$ cat config.mk
export PLATFORM = sky130hd
export DESIGN_NAME = serial_adder
export DESIGN_NICKNAME = d
export VERILOG_FILES = /design/src/rtl/serial_adder_pkg.sv /design/src/rtl/serial_adder_full_adder.sv /design/src/rtl/serial_adder.sv
export VERILOG_INCLUDE_DIRS = /design/src /design/src/rtl
export SDC_FILE = /design/constraint.sdc
export NUM_CORES = 1
export LEC_CHECK = 0
export BUFFER_PORTS_ARGS = -buffer_cell sky130_fd_sc_hd__buf_2
export CORE_UTILIZATION = 35
export CTS_CLUSTER_DIAMETER = 40
export DETAILED_ROUTE_END_ITERATION = 8
export PLACE_DENSITY_LB_ADDON = 0.25
export SYNTH_ARGS = -nofsm -noshare
export SYNTH_HDL_FRONTEND = slang
export SYNTH_SLANG_ARGS = --single-unit
export TNS_END_PERCENT = 5
$ cat constraint.sdc
create_clock -name clk -period 1.21 [get_ports clk]
set_input_delay 0.121 -clock clk [delete_from_list [all_inputs] [get_ports clk]]
set_output_delay 0.121 -clock clk [all_outputs]
set_load 0.05 [all_outputs]
$ cat src/rtl/serial_adder_defs.vh
// Shared FSM state encodings for serial_adder.
`ifndef SERIAL_ADDER_DEFS_VH
`define SERIAL_ADDER_DEFS_VH

localparam logic [1:0] ST_IDLE = 2'd0;
localparam logic [1:0] ST_RUN  = 2'd1;
localparam logic [1:0] ST_DONE = 2'd2;

`endif

$ cat src/rtl/serial_adder_pkg.sv
// Common constants and helpers for the bit-serial adder.
package serial_adder_pkg;

  // Default operand width.
  localparam int DEFAULT_WIDTH = 8;

  // The bit counter must reach WIDTH itself, so it needs one bit more than
  // clog2(WIDTH).
  function automatic int cnt_width(input int width);
    return $clog2(width) + 1;
  endfunction

endpackage

$ cat src/rtl/serial_adder_full_adder.sv
// One-bit full adder built from two half adders and an OR gate.

module halfadder_struct (
  input  logic a,
  input  logic b,
  output logic sum,
  output logic carry
);

  xor u_xor (sum, a, b);
  and u_and (carry, a, b);

endmodule

module full_adder (
  input  logic a,
  input  logic b,
  input  logic cin,
  output logic sum,
  output logic cout
);

  logic s0;
  logic c0;
  logic c1;

  halfadder_struct u_ha0 (
    .a     (a),
    .b     (b),
    .sum   (s0),
    .carry (c0)
  );

  halfadder_struct u_ha1 (
    .a     (s0),
    .b     (cin),
    .sum   (sum),
    .carry (c1)
  );

  or u_or (cout, c0, c1);

endmodule

$ cat src/rtl/serial_adder.sv
// Bit-serial adder: one result bit per clock, LSB first, WIDTH cycles per add.
// All outputs come straight from flops.
module serial_adder
  import serial_adder_pkg::*;
#(
  parameter int WIDTH = DEFAULT_WIDTH
) (
  input  logic             clk,
  input  logic             rst,
  input  logic             start,
  input  logic [WIDTH-1:0] a,
  input  logic [WIDTH-1:0] b,
  output logic             busy,
  output logic             done,
  output logic [WIDTH-1:0] sum,
  output logic             carry
);

  `include "serial_adder_defs.vh"

  localparam int CW = cnt_width(WIDTH);
  localparam logic [CW-1:0] LAST_CNT = CW'(WIDTH - 1);
  localparam logic [CW-1:0] CNT_ONE  = CW'(1);

  logic [1:0]       state;
  logic [1:0]       state_next;
  logic [WIDTH-1:0] a_sr;
  logic [WIDTH-1:0] b_sr;
  logic [WIDTH-1:0] sum_sr;
  logic             carry_ff;
  logic [CW-1:0]    cnt;
  logic             fa_sum;
  logic             fa_cout;
  logic             last_bit;

  assign last_bit = (cnt == LAST_CNT);

  full_adder u_fa (
    .a    (a_sr[0]),
    .b    (b_sr[0]),
    .cin  (carry_ff),
    .sum  (fa_sum),
    .cout (fa_cout)
  );

  // Next-state decode: start only matters in IDLE, DONE always returns to IDLE.
  always_comb begin
    state_next = state;
    case (state)
      ST_IDLE: begin
        if (start) begin
          state_next = ST_RUN;
        end else begin
          state_next = ST_IDLE;
        end
      end
      ST_RUN: begin
        if (last_bit) begin
          state_next = ST_DONE;
        end else begin
          state_next = ST_RUN;
        end
      end
      ST_DONE: state_next = ST_IDLE;
      default: state_next = ST_IDLE;
    endcase
  end

  // State and status flags; busy spans the whole operation up to and
  // including the cycle in which done is shown.
  always_ff @(posedge clk) begin
    if (rst) begin
      state <= ST_IDLE;
      busy  <= 1'b0;
      done  <= 1'b0;
    end else begin
      state <= state_next;
      busy  <= (state_next != ST_IDLE) || (state == ST_DONE);
      done  <= (state == ST_DONE);
    end
  end

  // Operand capture, serial shifting, counting and result write-back.
  always_ff @(posedge clk) begin
    if (rst) begin
      a_sr     <= {WIDTH{1'b0}};
      b_sr     <= {WIDTH{1'b0}};
      sum_sr   <= {WIDTH{1'b0}};
      carry_ff <= 1'b0;
      cnt      <= {CW{1'b0}};
      sum      <= {WIDTH{1'b0}};
      carry    <= 1'b0;
    end else begin
      case (state)
        ST_IDLE: begin
          if (start) begin
            a_sr     <= a;
            b_sr     <= b;
            sum_sr   <= {WIDTH{1'b0}};
            carry_ff <= 1'b0;
            cnt      <= {CW{1'b0}};
          end
        end
        ST_RUN: begin
          a_sr     <= {1'b0, a_sr[WIDTH-1:1]};
          b_sr     <= {1'b0, b_sr[WIDTH-1:1]};
          sum_sr   <= {fa_sum, sum_sr[WIDTH-1:1]};
          carry_ff <= fa_cout;
          cnt      <= cnt + CNT_ONE;
          // Publish on the final bit so sum/carry hold through the next RUN.
          if (last_bit) begin
            sum   <= {fa_sum, sum_sr[WIDTH-1:1]};
            carry <= fa_cout;
          end
        end
        default: begin
        end
      endcase
    end
  end

endmodule

Word level (Yosys, flattened, before mapping) --
Index checks and enable logic that the tools add are counted.
Word-level totals: word-level logic and storage cells 39, output and inout port bits 11, register bits 42
Cells by class: add/sub/neg operators 1, bitwise operators 5, reduce and logical (&&, ||, !) cells 6, equality and inequality tests 4, muxes and demuxes 13
Operators with widths (number):
- $pmux 8 s2 | 3
- $mux 8 | 3
- $pmux 4 s2 | 1
- $add 4x1->4 const B | 1
- $eq 4x3->1 const B | 1
- $mux 4 | 1
- $pmux 2 s2 | 1
- $reduce_and 2->1 | 2
- $reduce_bool 2->1 | 2
- $and 1x1->1 | 2
- $eq 2x1->1 const B | 1
- $eq 2x2->1 const B | 1
- $logic_not 2->1 | 1
- $mux 1 | 2
- $mux 2 | 1
- $ne 2x2->1 const B | 1
- $pmux 1 s2 | 1
- $xor 1x1->1 | 2
- $logic_or 1x1->1 | 1
- $or 1x1->1 | 1

Depth between registers and ports, before layout --
Gate-level depths: netlist (run 1).
word-level depth 5, mapped depth 5, depth with buffers taken out 4

Cells and area by module --
A second synthesis (run 1) with hierarchy kept.
Second synthesis, totals: cells, all modules 204, area, all modules 1823.0 um^2
Modules (own cells, without submodules):
- serial_adder | area each 1791.7 um^2, times used 1, cells each 201
- halfadder_struct | area each 12.5 um^2, times used 2, cells each 1
- full_adder | area each 6.3 um^2, times used 1, cells each 1

Least setup slack after synthesis (run 1) --
Ideal clock, no wire load.
path type register to register, start point register cnt[0], end point register carry, path buffers 1, setup time 0.121 ns, cell stages (with the launch flop) 6, slack -0.097 ns, data required time 1.089 ns, arrival time 1.186 ns, cells stage by stage dfxtp_1 -> ha_1 -> nand2_1 -> nor3_2 -> buf_6 -> mux2_4
On the way: word-level cells in the longest chain between the ends 2
RTL lines:
- start: declaration | RTL line serial_adder.sv:31 | logic [CW-1:0] cnt;
- start signal: assignment | RTL line serial_adder.sv:90 | cnt <= {CW{1'b0}};
- start signal: assignment | RTL line serial_adder.sv:101 | cnt <= {CW{1'b0}};
- start signal: assignment | RTL line serial_adder.sv:109 | cnt <= cnt + CNT_ONE;
- $eq 4x3->1 | RTL line serial_adder.sv:36 | assign last_bit = (cnt == LAST_CNT);
- $reduce_and 2->1 (no source line)
- end signal: assignment | RTL line serial_adder.sv:113 | carry <= fa_cout;
- end: declaration | RTL line serial_adder.sv:16 | output logic carry
No other way between the ends. A chain may end at the register's enable or synchronous reset.

Final worst setup path (run 1) --
start point register a_sr[0], end point register sum[7]
On the way: word-level cells in the longest chain between the ends 2
RTL lines:
- start: declaration | RTL line serial_adder.sv:27 | logic [WIDTH-1:0] a_sr;
- start signal: assignment | RTL line serial_adder.sv:86 | a_sr <= {WIDTH{1'b0}};
- start signal: assignment | RTL line serial_adder.sv:105 | a_sr <= {1'b0, a_sr[WIDTH-1:1]};
- $xor 1x1->1 (2 in series) | RTL line serial_adder_full_adder.sv:10 | xor u_xor (sum, a, b);
- end signal: assignment | RTL line serial_adder.sv:91 | sum <= {WIDTH{1'b0}};
- end signal: assignment | RTL line serial_adder.sv:112 | sum <= {fa_sum, sum_sr[WIDTH-1:1]};
- end: declaration | RTL line serial_adder.sv:15 | output logic [WIDTH-1:0] sum,
No other way between the ends.

==> impl_metrics.yaml, run 1 <==
global_routing:
  grt_pass1_wl_um: 5870
  grtUsageTotal_pct: 14.0
  grt_max_degree: 28
  antenna_found_initial: 0
  grt-ovfl-total: 0
  first_global_vias: 1312
worst_hold_path:
  holdCritPathClass: "in -> reg"
  holdCritStartpoint: "b[7]"
clock_network:
  cts_setup_buffers: 0
  cts_hold_buf: 0
  clk_latency_ns: 0.29
  cts.sinks: 41
  cts.path.max_buffers: 2
  path_clk_slew_ns: 0.07
  cts_tree: "yes"
  root_buffer: "clkbuf_8"
  cts.htree.levels: 2
  cts_made_buffers: 5
logic_synthesis:
  synth_cells: 186
  ys_warn_count: 0
  async_reset_ff_share_pct: 0
  ys.flop_type: "dfxtp_1"
  synth_area_leaders: "dfxtp_1 46%, nor2_1 7.9%, nand2b_1 5.2%"
  netlist_top_cells_count: "41 x dfxtp_1, 38 x nor2_1, 15 x nand2b_1, 12 x a211oi_1, 10 x o2bb2ai_1"
  mappedNetlistArea_sq_um: 1800
  synth_edf_count: 0
  synth_top_area_cell: "dfxtp_1"
  netlist.area_leader.share_pct: 45.6
  synth_nets: 207
  ys_seq_area_share_pct: 45.6
  synth.most_common_cell: "dfxtp_1"
  ys_ff_latch: 41
  avgSynthCellArea_sq_um: 9.68
  yosysUniqueCellTypes: 35
worst_setup_path:
  slowest_delay_ns: 0.55
  critical_path.top_delay_family: "adder cells"
  crit_type: "reg -> reg"
  start_kind: "flip-flop"
  critical_path.cell_chain: "inv_2 > fa_1 > nor2_1 > mux2_4"
  reg2reg_from: "a_sr[0]"
  slowest_stage: "fa_1"
  cp.arrival_ns: 1.50
  startpoint: "a_sr[0]"
  worst-path-max-fanout: 2
  cp.buffers_inverters: 1
  cp-end-kind: "flip-flop"
  crit_required_ns: 1.39
sta:
  finalClockSkew_ns: 0.00517
  rsz0062_at_grt: "true"
  tns_ns: -0.146
  drv_slew: 0
  finalHoldViolCount: 0
  setup_violations: 3
  tightest_slew_ns: 0.311
  slew_headroom_pct: 79.0
  fin_crit_sh_pct: 109
  hold_slack_ns: 0.0719
  timing.fmax_mhz: 759
  worst_slack_ns: -0.108
  layout_min_cycle_time_ns: 1.32
die:
  ios: 30
  core_sq_um: 4850
  initial_utilization_pct: 37.1
  core.rowCount: 25
  dieWidth_um: 73.7
  die_area_sq_um: 5440
  die_h_um: 73.7
drt:
  ant_nets: 0
  firstDrtPassIters: 4
  vias_per_cell: 4.86
  initialDrtViolationCount: 78
  drc_errors: 0
  vias: 1462
  wl_um: 3390
  routedWlPerCell_um: 11.3
cells_and_area:
  final_nets: 255
  final_area_sq_um: 2270
  n_antenna_cell: 0
  area_delta_synth_final_pct: 25.9
  multi_input_area_sq_um: 893
  fin_util_pct: 46.7
  drive_gt1_share_pct: 35.5
  fill_cells: 461
  register_area_sq_um: 827
power_and_ir_drop:
  switching_power_mw: 0.643
  sequentialPowerShare_pct: 54.1
  clockPowerShare_pct: 33.5
  power_density_nw_per_um2: 1180
  ir_drop_v: 0.000745
  switching_share_pct: 24.1
  p_int_mw: 2.02
  power_leakage_nw: 0.893
  combPwrFrac_pct: 12.4
placed_design:
  dp_slack_ns: -0.104
  hpwl_um: 2450
  dpl_cell_area_sq_um: 2140
  place.gp.congestion: 0.700
  port_buffers: 29
run_status:
  violations: "negative setup slack"
  status: "finished with violations"
run:
  drv_cap: 0
through the flow:
step                      power, mW  instances
after detailed placement       1.80        294
after global routing           2.80        301
final                          2.66        301
after CTS                      2.70        301
after floorplan                1.70        186
after global placement         1.80        294
power groups by stage:
stage | registers (mW) | logic (mW) | clock network (mW)
floorplan | 1.47 | 0.225 | 0
global placement | 1.47 | 0.327 | 0
detailed placement | 1.47 | 0.328 | 0
CTS | 1.44 | 0.330 | 0.935
global route | 1.45 | 0.372 | 0.979
finish | 1.44 | 0.331 | 0.893
placed cells by master (no fill, tap or decap), types with 4 or more instances in the layout:
cell,instances
a22oi_2,5
buf_4,24
dfxtp_1,36
mux2i_1,8
nand2b_1,15
o2bb2ai_1,10
dfxtp_2,5
o22ai_1,4
clkbuf_8,6
nor2_1,38
a211oi_1,12
a22oi_1,4
buf_2,29
cells by family (layout without fill, tap and decap cells):
| kind of cell | count (synthesis) | count (layout) | synth area share [%] |
|---|---|---|---|
| AO/OA/AOI/OAI | 44 | 44 | 19.7 |
| adder cells (fa/ha/maj) | 2 | 2 | 1.81 |
| buffers and inverters | 19 | 67 | 7.37 |
| flip-flops | 41 | 41 | 45.6 |
| multiplexers | 10 | 10 | 6.12 |
| AND/OR/NAND/NOR | 70 | 70 | 19.4 |
final timing paths:
check        slack (ns)  depth (start not counted)       to
max               -0.11                          4   sum[7]
min                0.07                          3  b_sr[7]
max reg2reg       -0.11                          4   sum[7]
min reg2reg        0.47                          2   sum[0]
repair_timing:
item	in CTS	in global routing
cloned	0	0
gates resized for setup	4	5
endpoints found under the setup margin	18	27
pin swaps	1	3
cell type report:
type                            count  share of cell area, %
Sequential cell                    41                   36.5
Clock buffer                        7                   3.81
Multi-Input combinational cell    126                   39.4
Inverter                            5                  0.828
Tap cell                           67                   3.70
Timing Repair Buffer               55                   15.7
per-layer routing:
layer | wire length [um] | part of all wire (%) | track usage (%) | vias to the layer above
met1 | 1760 | 52 | 19.1 | 679
met3 | 133 | 3.9 | 4.39 | 5
met4 | 55 | 1.6 | 5.13 | 0
met5 | 0 | 0 | 0 | -
met2 | 1440 | 42 | 20.6 | 25
li1 | - | - | - | 753
worst reg2reg max path, delay by kind of cell, from the launching register on:
kind / cells / cell delay [ns]
adder cells (fa/ha/maj): 1 / 0.55
flip-flops: 1 / 0.32
multiplexers: 1 / 0.25
AND/OR/NAND/NOR: 1 / 0.05
buffers and inverters: 1 / 0.04
registers in the layout (all words and copies together) (netlist names):
signal / count
cnt: 4
busy: 1
carry: 1
state: 2
sum: 8
a_sr: 8
done: 1
sum_sr: 7
b_sr: 8
carry_ff: 1
Power figures use the tool's default switching activity.
==> run 2, diff against run 1 <==
--- a/config.mk
+++ b/config.mk
@@ -7,6 +7,7 @@
 export NUM_CORES = 1
 export LEC_CHECK = 0
 export BUFFER_PORTS_ARGS = -buffer_cell sky130_fd_sc_hd__buf_2
+export CORE_ASPECT_RATIO = 1.25
 export CORE_UTILIZATION = 35
 export CTS_CLUSTER_DIAMETER = 40
 export DETAILED_ROUTE_END_ITERATION = 8
==> run 2 against run 1 <==
Against the previous run:
- the flow still finishes with violations (negative setup slack)
- clock skew up 0.00089 ns
- total power up 3.5%
- clock power up 9.0%
- maximum frequency down 0.95%
- final area down 0.83%
- sequential cell count unchanged
- critical path type unchanged
- critical endpoint unchanged
- highest routed layer unchanged
==> impl_metrics.yaml, run 2 (synthesis results as in run 1) <==
sta:
  worst_slack_ns: -0.120
  finalClockSkew_ns: 0.00605
  drv_slew: 0
  layout_min_cycle_time_ns: 1.33
  hold_slack_ns: 0.0752
  finalHoldViolCount: 0
  timing.fmax_mhz: 752
  tns_ns: -0.170
  tightest_slew_ns: 0.535
  fin_crit_sh_pct: 110
  slew_headroom_pct: 64.3
  rsz0062_at_grt: "true"
  setup_violations: 3
cells_and_area:
  reg.largest.list: "a_sr: 8 flops, b_sr: 8 flops, sum: 8 flops"
  drive_gt1_share_pct: 34.1
  final_nets: 252
  fill_cells: 463
  final_area_sq_um: 2250
  final_cells: 292
  area_delta_synth_final_pct: 24.8
  final_cell_mix: "38 x nor2_1, 36 x dfxtp_1, 29 x buf_2, 21 x buf_4, 15 x nand2b_1"
  n_antenna_cell: 0
  final_common_cell: "nor2_1"
clock_network:
  cts_hold_buf: 0
  cts_tree: "yes"
  cts_made_buffers: 5
  path_clk_slew_ns: 0.07
  cts.path.max_buffers: 2
  clk_latency_ns: 0.29
  cts.htree.levels: 2
  root_buffer: "clkbuf_8"
  cts.sinks: 41
run:
  drv_cap: 0
power_and_ir_drop:
  switching_power_mw: 0.667
  clockPowerShare_pct: 35.3
  power_leakage_nw: 0.913
  combPwrFrac_pct: 12.4
  switching_share_pct: 24.2
  p_int_mw: 2.09
  ir_drop_v: 0.000560
  sequentialPowerShare_pct: 52.3
  power_density_nw_per_um2: 1230
die:
  initial_utilization_pct: 37.2
  die_h_um: 82.2
  core_sq_um: 4830
  die_area_sq_um: 5440
  core.rowCount: 28
  dieWidth_um: 66.2
  ios: 30
drt:
  vias: 1418
  ant_nets: 0
  drc_errors: 0
  vias_per_cell: 4.86
  initialDrtViolationCount: 93
  firstDrtPassIters: 4
  routedWlPerCell_um: 12.4
  wl_um: 3610
placed_design:
  port_buffers: 29
  hpwl_um: 2350
  dpl.cell_count: 284
  place.gp.congestion: 0.752
  dpl_cell_area_sq_um: 2110
worst_hold_path:
  holdCritPathClass: "in -> reg"
worst_setup_path:
  r2r_cells: 4
  cp.arrival_ns: 1.51
  crit_end: "sum[7]"
  reg2reg_from: "a_sr[0]"
  r2r_slack_ns: -0.12
  startpoint: "a_sr[0]"
  worst-path-max-fanout: 2
  crit_type: "reg -> reg"
  crit_required_ns: 1.39
  cp-end-kind: "flip-flop"
  start_kind: "flip-flop"
  r2r_end: "sum[7]"
global_routing:
  grt_pass1_wl_um: 6090
  grtUsageTotal_pct: 14.7
  grt-ovfl-total: 0
  first_global_vias: 1318
  antenna_found_initial: 0
  grt_max_degree: 23
run_status:
  violations: "negative setup slack"
  status: "finished with violations"
-- run 2: final cells by class --
| type | instances | area [sq um] | area share, % |
|---|---|---|---|
| Clock buffer | 7 | 96.3 | 4.29 |
| Timing Repair Buffer | 52 | 334 | 14.9 |
| Clock inverter | 1 | 5.00 | 0.223 |
| Sequential cell | 41 | 830 | 36.9 |
| Inverter | 5 | 21.3 | 0.947 |
| Tap cell | 60 | 75.1 | 3.34 |
| Multi-Input combinational cell | 126 | 886 | 39.4 |
-- run 2: worst max-delay path: stages (launching register included) --
cell     delay (ns)
dfxtp_2        0.32
inv_2          0.04
fa_1           0.56
nor2_1         0.05
mux2_4         0.25
-- run 2: metal layers --
metal,wire [um],global-route usage [%]
met5,0,0
met4,62,6.38
met3,123,4.12
met2,1600,23.2
met1,1830,18.6
-- run 2: worst min path at each step --
stage	startpoint	end	cells after the start
5_1_grt	a[7]	a_sr[7]	3
4_1_cts	a[7]	a_sr[7]	3
6_report	a[7]	a_sr[7]	3
3_3_place_gp	a[7]	a_sr[7]	3
2_1_floorplan	a[7]	a_sr[7]	2
3_5_place_dp	a[7]	a_sr[7]	3
-- run 2: what timing repair did --
action | in CTS | in global routing
resized for setup | 3 | 6
buffers inserted | 0 | 0
pin swaps | 2 | 1
setup endpoints to repair | 36 | 23
-- run 2: power by group through the flow --
stage / Combinational (mW) / Clock (mW) / Sequential, mW
global placement: 0.326 / 0 / 1.47
detailed placement: 0.329 / 0 / 1.47
CTS: 0.332 / 1.02 / 1.44
global route: 0.382 / 1.07 / 1.45
floorplan: 0.225 / 0 / 1.47
finish: 0.342 / 0.973 / 1.44
-- run 2: per-stage QoR --
stage	setup WS, ns	power, mW	utilization (%)
final	-0.120	2.76	46.5
after global routing	-0.172	2.90	46.5
after CTS	-0.128	2.79	45.9
after detailed placement	-0.114	1.80	43.7
after global placement	-0.0963	1.80	43.7
after floorplan	-0.0730	1.70	-
